[config.mk]
export PLATFORM = sky130hd
export DESIGN_NAME = despachador_llamadas
export DESIGN_NICKNAME = d
export VERILOG_FILES = /design/src/rtl/despachador_llamadas.sv
export SDC_FILE = /design/constraint.sdc
export NUM_CORES = 1
export LEC_CHECK = 0
export CORE_MARGIN = 10
export CORE_UTILIZATION = 40
export DETAILED_ROUTE_END_ITERATION = 8
export DONT_BUFFER_PORTS = 1
export HOLD_SLACK_MARGIN = 0.15
export PLACE_DENSITY = 0.6
export SLEW_MARGIN = 5
export SYNTH_ARGS = -nofsm -noshare
export SYNTH_HDL_FRONTEND = slang
export SYNTH_SLANG_ARGS = --single-unit
[constraint.sdc]
create_clock -name clk -period 6 [get_ports clk]
set_clock_uncertainty 0.2 [all_clocks]
set_input_delay 1.8 -clock clk [delete_from_list [all_inputs] [get_ports clk]]
set_output_delay 1.8 -clock clk [all_outputs]
set_load 0.05 [all_outputs]
[src/rtl/despachador_llamadas.sv]
// Elevator call dispatcher: captures button presses, de-duplicates them, queues them in arrival order
// and issues one destination at a time to the car. Optional build macro: DESCARTE_PISO_ACTUAL_EN.
module despachador_llamadas #(
  parameter int unsigned DEPTH        = 4,
  parameter logic [1:0]  PISO_INICIAL = 2'b11
) (
  input  logic       clk,
  input  logic       rst,
  input  logic [3:0] botones,
  input  logic [1:0] piso,
  input  logic       ocupado,
  input  logic       puertas_abiertas,
  output logic [2:0] destino,
  output logic [3:0] pendientes,
  output logic [4:0] en_cola,
  output logic       llena
);

  localparam int unsigned PW = (DEPTH > 1) ? $clog2(DEPTH) : 1;

  typedef enum logic [1:0] {REPOSO, EMITIDO, EN_CURSO} estado_t;

  estado_t       estado, estado_sig;
  logic [3:0]    btn_prev, pend_q, por_encolar;
  logic [3:0]    flanco, nuevos, descarte, clr_mask, push_mask;
  logic [1:0]    push_code;
  logic          push, pop, completar, hallado, llena_int;
  logic [1:0]    mem [DEPTH];
  logic [PW-1:0] rd_ptr, wr_ptr;
  logic [4:0]    cnt;
  logic [2:0]    destino_q;

  function automatic logic [PW-1:0] sig_ptr(input logic [PW-1:0] p);
    return (p == PW'(DEPTH - 1)) ? '0 : p + 1'b1;
  endfunction

  assign llena_int = (cnt == 5'(DEPTH));

  always_comb begin
    flanco = botones & ~btn_prev;
`ifdef DESCARTE_PISO_ACTUAL_EN
    descarte = puertas_abiertas ? (4'b0001 << piso) : '0;
`else
    // doors only matter when the discard feature is built in
    descarte = {4{1'b0 & puertas_abiertas}};
`endif
    // in-flight floor stays pending, so its presses (including the completion cycle) fall out here
    nuevos = flanco & ~pend_q & ~descarte;

    push_code = '0;
    push_mask = '0;
    hallado   = 1'b0;
    for (int unsigned i = 0; i < 4; i++) begin
      if (por_encolar[i] && !hallado) begin
        push_code    = 2'(i);
        push_mask[i] = 1'b1;
        hallado      = 1'b1;
      end
    end
    push     = hallado && !llena_int;
    clr_mask = completar ? (4'b0001 << destino_q[1:0]) : '0;
  end

  always_comb begin
    estado_sig = estado;
    pop        = 1'b0;
    completar  = 1'b0;
    case (estado)
      REPOSO: begin
        if (cnt != '0 && !ocupado) begin
          pop        = 1'b1;
          estado_sig = EMITIDO;
        end
      end
      EMITIDO: begin
        if (ocupado) begin
          estado_sig = EN_CURSO;
        end else if (piso == destino_q[1:0]) begin
          completar  = 1'b1;
          estado_sig = REPOSO;
        end
      end
      EN_CURSO: begin
        if (!ocupado) begin
          completar  = 1'b1;
          estado_sig = REPOSO;
        end
      end
      default: estado_sig = REPOSO;
    endcase
  end

  always_ff @(posedge clk or posedge rst) begin
    if (rst) estado <= REPOSO;
    else     estado <= estado_sig;
  end

  always_ff @(posedge clk or posedge rst) begin
    if (rst) begin
      btn_prev    <= '0;
      pend_q      <= '0;
      por_encolar <= '0;
      rd_ptr      <= '0;
      wr_ptr      <= '0;
      cnt         <= '0;
      destino_q   <= {1'b1, PISO_INICIAL};
    end else begin
      btn_prev    <= botones;
      pend_q      <= (pend_q & ~clr_mask) | nuevos;
      por_encolar <= (por_encolar & ~(push ? push_mask : 4'b0000)) | nuevos;
      if (push) wr_ptr <= sig_ptr(wr_ptr);
      if (pop) begin
        rd_ptr    <= sig_ptr(rd_ptr);
        destino_q <= {1'b0, mem[rd_ptr]};
      end else if (completar) begin
        destino_q[2] <= 1'b1;
      end
      case ({push, pop})
        2'b10:   cnt <= cnt + 5'd1;
        2'b01:   cnt <= cnt - 5'd1;
        default: cnt <= cnt;
      endcase
    end
  end

  always_ff @(posedge clk) begin
    if (push) mem[wr_ptr] <= push_code;
  end

  assign destino    = destino_q;
  assign pendientes = pend_q;
  assign en_cola    = cnt;
  assign llena      = llena_int;

endmodule

# Word-level counts from Yosys, hierarchy flattened

Memory sizes are Yosys's and may differ from the RTL's. A register that Yosys moved wholly into a read port is not among the register bits.
Cells that the tools add are included.

Output and inout bits: 13
Bits in writable memories: 8
Memories kept: 1
Bits of input ports: 10
Register bits after elaboration: 24
Logic and storage cells: 80

Memories:

| memory | depth | bits a word | rd ports | clocked after Yosys merged registers in | wr ports | line | RTL |
|---|---|---|---|---|---|---|---|
| mem    | 4     | 2           | 1        | 1                                       | 1        | 28   | `logic [1:0] mem [DEPTH];` |

Multiplexer cells: 30
Equal/unequal tests: 11
Add/subtract/negate cells: 4
Reduce and logical (&&, ||, !) cells: 15
Bitwise operators: 10
Shift-type cells: 1

Operator list:

| cell                | count |
|---|---|
| $mux 1              | 17 |
| $and 4x4->4         | 4 |
| $mux 2              | 8 |
| $not 4->4           | 4 |
| $pmux 5 s2          | 1 |
| $eq 2x2->1 const B  | 4 |
| $mux 4              | 2 |
| $or 4x4->4          | 2 |
| $pmux 2 s3          | 1 |
| $add 5x1->5 const B | 1 |
| $eq 5x3->1 const B  | 1 |
| $logic_and 1x1->1   | 5 |
| $logic_not 1->1     | 5 |
| $reduce_bool 5->1   | 1 |
| $sub 5x1->5 const B | 1 |
| $add 2x1->2 const B | 2 |
| $eq 2x1->1 const B  | 2 |
| $ne 2x2->1 const B  | 2 |
| $reduce_bool 2->1   | 2 |
| $shl 1x2->4 const A | 1 |
| $ne 3x3->1 const B  | 1 |
| $reduce_and 3->1    | 1 |
| $eq 2x2->1          | 1 |
| $logic_not 2->1     | 1 |
| $pmux 1 s2          | 1 |

# Logic depth before layout (Yosys ltp)

Depth after elaboration: 15
Depth in mapped cells: 13
Mapped depth without buffers: 11

# Worst setup path after synthesis

Ideal clock, no wire load.

Path kind: input port to flip-flop
Start: input port ocupado
End: register cnt[4], in the netlist en_cola[4]
Library setup time: 145 ps
Path buffers: 2
Arrival: 3,450 ps
Cell stages on the path: 11
Required time: 5,655 ps
Setup slack: 2,205 ps
Path through: inv_1 > and3_4 > buf_6 > ha_1 > buf_2 > xor2_1 > ha_1 > o21ai_0 > mux2i_1 > a41oi_1 > xor2_1

Cells in the longest elaborated chain, start to end: 6
Elaborated cells on any way between the ends: 8
Classes of those cells: eq/ne: 2; mux: 3; reduce/logical: 3

Ends and longest elaborated chain:

| what                                            | line | RTL |
|---|---|---|
| from (decl)                                     | 11   | `input logic ocupado,` |
| $logic_not 1->1 (*)                             | -    |  |
| $logic_and 1x1->1 (*)                           | 70   | `if (cnt != '0 && !ocupado) begin` |
| $mux 1 (*)                                      | 70   |  |
| $mux 1 (*)                                      | 68   | `case (estado)` |
| net pop                                         | 27   | `logic push, pop, completar, hallado, llena_int;` |
| $eq 2x1->1 or $eq 2x2->1 (tied branches)        | 118  | `case ({push, pop})` |
| $pmux 5 s2 or $reduce_bool 2->1 (tied branches) | -    |  |
| to (signal assigned)                            | 119  | `2'b10: cnt <= cnt + 5'd1;` |
| to (signal assigned)                            | 120  | `2'b01: cnt <= cnt - 5'd1;` |
| to (signal assigned)                            | 121  | `default: cnt <= cnt;` |
| to (decl)                                       | 30   | `logic [4:0] cnt;` |

The timed path passes the listed nets; every way through them passes the cells marked *.
A chain may end at the register's enable or synchronous reset.

# Worst setup path after layout

Start: register cnt[0], in the netlist en_cola[0]
End: output port llena

Cells in the longest elaborated chain, start to end: 1

Ends and longest elaborated chain:

| what       | line | RTL |
|---|---|---|
| $eq 5x3->1 | 37   | `assign llena_int = (cnt == 5'(DEPTH));` |
| to (decl)  | 16   | `output logic llena` |

No other way between the ends.

==> metrics.md <==
| Metric | Value |
|---|---|
| CTS Hold Bufs | 0 |
| CP max stage cell | and3b_1 |
| Synth warnings | 0 |
| Clk pin slew, worst setup/hold paths | 0.07 ns |
| Switching pwr | around 0.0005 W |
| Seq/Total Area, Yosys | 49.8% |
| Vias in the first global route | 1147 |
| Outcome | complete, no violations |
| DRT antenna net count | 0 |
| Net Sw Frac | 45.9% |
| Die ar. | 7570 µm² |
| Synth Instances | 149 |
| FF-to-FF End | en_cola[4] |
| Logic pwr share | 36.0% |
| Core region area | 4350 µm² |
| First DRT Iteration DRCs | 55 |
| Vias | 1091 |
| Critical path class | register to output port |
| Post-synth cell types | between 40 and 50 |
| FILL cells | slightly below 400 |
| DR vias/cell | 5.37 |
| Min-Delay Path Class | register to register |
| RSZ-0062 raised after global routing | false |
| Area delta synth->final | 5.92% |
| Max frequency | 256 MHz |
| Drt wl/cell | approximately 16 µm |
| EDFF count, synth | 8 |
| Post-DP HPWL | 2440 µm |
| Cts repair resizes | 0 |
| TritonCTS buffer count | 5 |
| Final critical-path required period | just under 4 ns |
| Hold path depth | 2 |
| Critical Path Sink Type | output port |
| R2R Path Start | en_cola[0] |
| Total track usage | 9.24% |
| Crit-path max FO | 6 |
| Slew HR | roughly a third |
| DP Worst Slack | 2.04 ns |
| Grt total ovfl | 0 |
| First-pass GRT wire length | ~5600 µm |
| Total Negative Setup Slacks | 0 ns |
| CP max stage delay | 0.69 ns |
| R2R cell count | 11 |
| DRC Markers | 0 |
| Die Height | 87.0 µm |
| Worst-path cell chain | nor3_2 > and3b_1 |
| Leakage | ~0.8 nW |
| Share of flip-flops with an asynchronous set or reset | 76.5% |
| Sequential Power Share | 49.5% |
| First-pass detailed-route iteration total | 4 |
| Postcts setup bufs | 0 |
| Clock buffer depth | 2 |
| Final Hold Violating Endpoints | 0 |
| Slew @ Worst Pin | 1.02 ns |
| FP Rows | 24 |
| GPL Wtd Cong | between 0.8 and 0.9 |
| CP required | 4.00 ns |
| HP Start | btn_prev[1] |
| DRT Wirelength | 3300 µm |
| Nets | 172 |
| Clock Power Share | between 10% and 20% |
| Fraction of layout cells with a size suffix above 1 | 16.6% |
| Chip Width | 87.0 µm |
| CTS H-Tree Depth | 2 |
| CP arrival | 1.90 ns |
| Maximum VDD drop | 0.000197 V |
| Root Buffer | clkbuf_8 |
| Initial antenna violation count | 0 |
| Largest net degree at the start of global routing | 27 |
| FF-to-FF setup slack | around 2.3 ns |
| Worst-skew pair later-pin latency | 0.28 ns |
| Port buffer count | 0 |
| CTS tree | done |
| P_int | slightly below 0.0006 W |
| Mapped Nets | 171 |
| Pwr/cell area | 578 nW/µm² |
| N_diodes | 0 |
| Post-route setup slack | 2.10 ns |
| Startpoint types | register |
| Post-synth top flop | dfrtp_1 |
| Clock sink total | 34 |
| Worst Hold Path EP | por_encolar[1] |
| Register bit total from synthesis | 34 |
| Final period utilization | 65.1% |
| Starting density of the core | 41.3% |
| Final total power | ~0.0011 W |
| Max cap viols | 0 |
| Max-slew violation count | 0 |
| Boundary Pins | 23 |
| # setup viols final | 0 |
| Cell area after synthesis | 1800 µm² |
| Mean post-synth cell area | 12.1 µm² |
worst max-delay path by stage:
stage	startpoint	end	slack [ns]
floorplan	ocupado	en_cola[4]	2.21
global placement	ocupado	en_cola[4]	2.11
detailed placement	ocupado	en_cola[4]	2.04
CTS	en_cola[0]	llena	2.06
global route	en_cola[0]	llena	2.01
finish	en_cola[0]	llena	2.10
state kept, by name (all words and copies together), names as in the netlist:
register     flops
rd_ptr           2
wr_ptr           2
pendientes       4
btn_prev         4
en_cola          5
destino          3
estado           2
mem              8
por_encolar      4
power groups by stage:
stage	Sequential (W)	Combinational (W)	Clock, W
after CTS	0.000546	0.000396	0.000167
after global placement	0.000545	0.000368	0
after global routing	0.000560	0.000447	0.000173
final	0.000544	0.000395	0.000160
after floorplan	0.000508	0.000359	0
after detailed placement	0.000550	0.000395	0
final cells by class:
cell class / count / area (µm²) / area share [%]
sequential: 34 / 895 / 47.0
inverter: 11 / 41.3 / 2.17
clock inverter: 3 / 16.3 / 0.855
multi-input combinational: 98 / 817 / 42.9
tap: 52 / 65.1 / 3.42
clock buffer: 5 / 68.8 / 3.62
Yosys cell counts (4+ instances only):
cell	number	area share (%)
xor2_1	6	2.9
nand2b_1	4	1.4
nand3b_1	4	1.7
ha_1	12	8.4
mux2_4	6	5.0
inv_1	11	2.3
o21ai_0	8	2.2
and2_1	4	1.4
edfxtp_1	8	13
nor2_1	11	2.3
nand2_1	4	0.84
dfrtp_1	23	32
nor2b_1	5	1.7
layout by cell type (no fill, tap or decap), types with 2 or more instances in the layout:
master / Yosys / routed
a21oi_1: 2 / 2
a31oi_1: 3 / 3
a32oi_1: 2 / 2
a41oi_1: 2 / 2
and2_1: 4 / 4
and3b_1: 2 / 2
clkbuf_8: 0 / 5
dfrtp_1: 23 / 23
dfstp_2: 3 / 3
edfxtp_1: 8 / 8
ha_1: 12 / 12
inv_1: 11 / 11
mux2_4: 6 / 6
mux4_2: 2 / 2
nand2_1: 4 / 4
nand2b_1: 4 / 4
nand3b_1: 4 / 4
nor2_1: 11 / 11
nor2b_1: 5 / 5
nor3_1: 2 / 2
o21ai_0: 8 / 8
xor2_1: 6 / 6
logic make-up (layout without fill, tap and decap cells):
family	count (synthesis)	count (layout)	synth area share, %
buf+inv	17	19	4.74
simple gates	42	42	14.1
xor+xnor	7	7	3.41
fa+ha+maj	12	12	8.36
compound gates	27	27	10.9
flops	34	34	49.8
mux	10	10	8.70
critical path: cells and delay by family, from the launching register on:
family	cells	cell delay, ns
and+or+nand+nor	2	1.00
DFF	1	0.62
metrics by stage:
| stage | std cells | util, % | hold slack, ns | cell area (µm²) |
|---|---|---|---|---|
| after CTS | 203 | 43.7 | 0.330 | 1900 |
| final | 203 | 43.7 | 0.326 | 1900 |
| after global placement | 195 | 41.8 | 0.311 | 1820 |
| after floorplan | 149 | - | 0.290 | 1800 |
| after global routing | 203 | 43.7 | 0.357 | 1900 |
| after detailed placement | 195 | 41.8 | 0.319 | 1820 |
layer usage:
metal  track usage, %  up-vias  share of wire (%)
li1                 -      525                  -
met5                0        -                  0
met2             15.1       19                 50
met4             3.98        0               0.88
met1             10.3      545                 44
met3             3.84        2                4.7
Power figures use the tool's default switching activity.
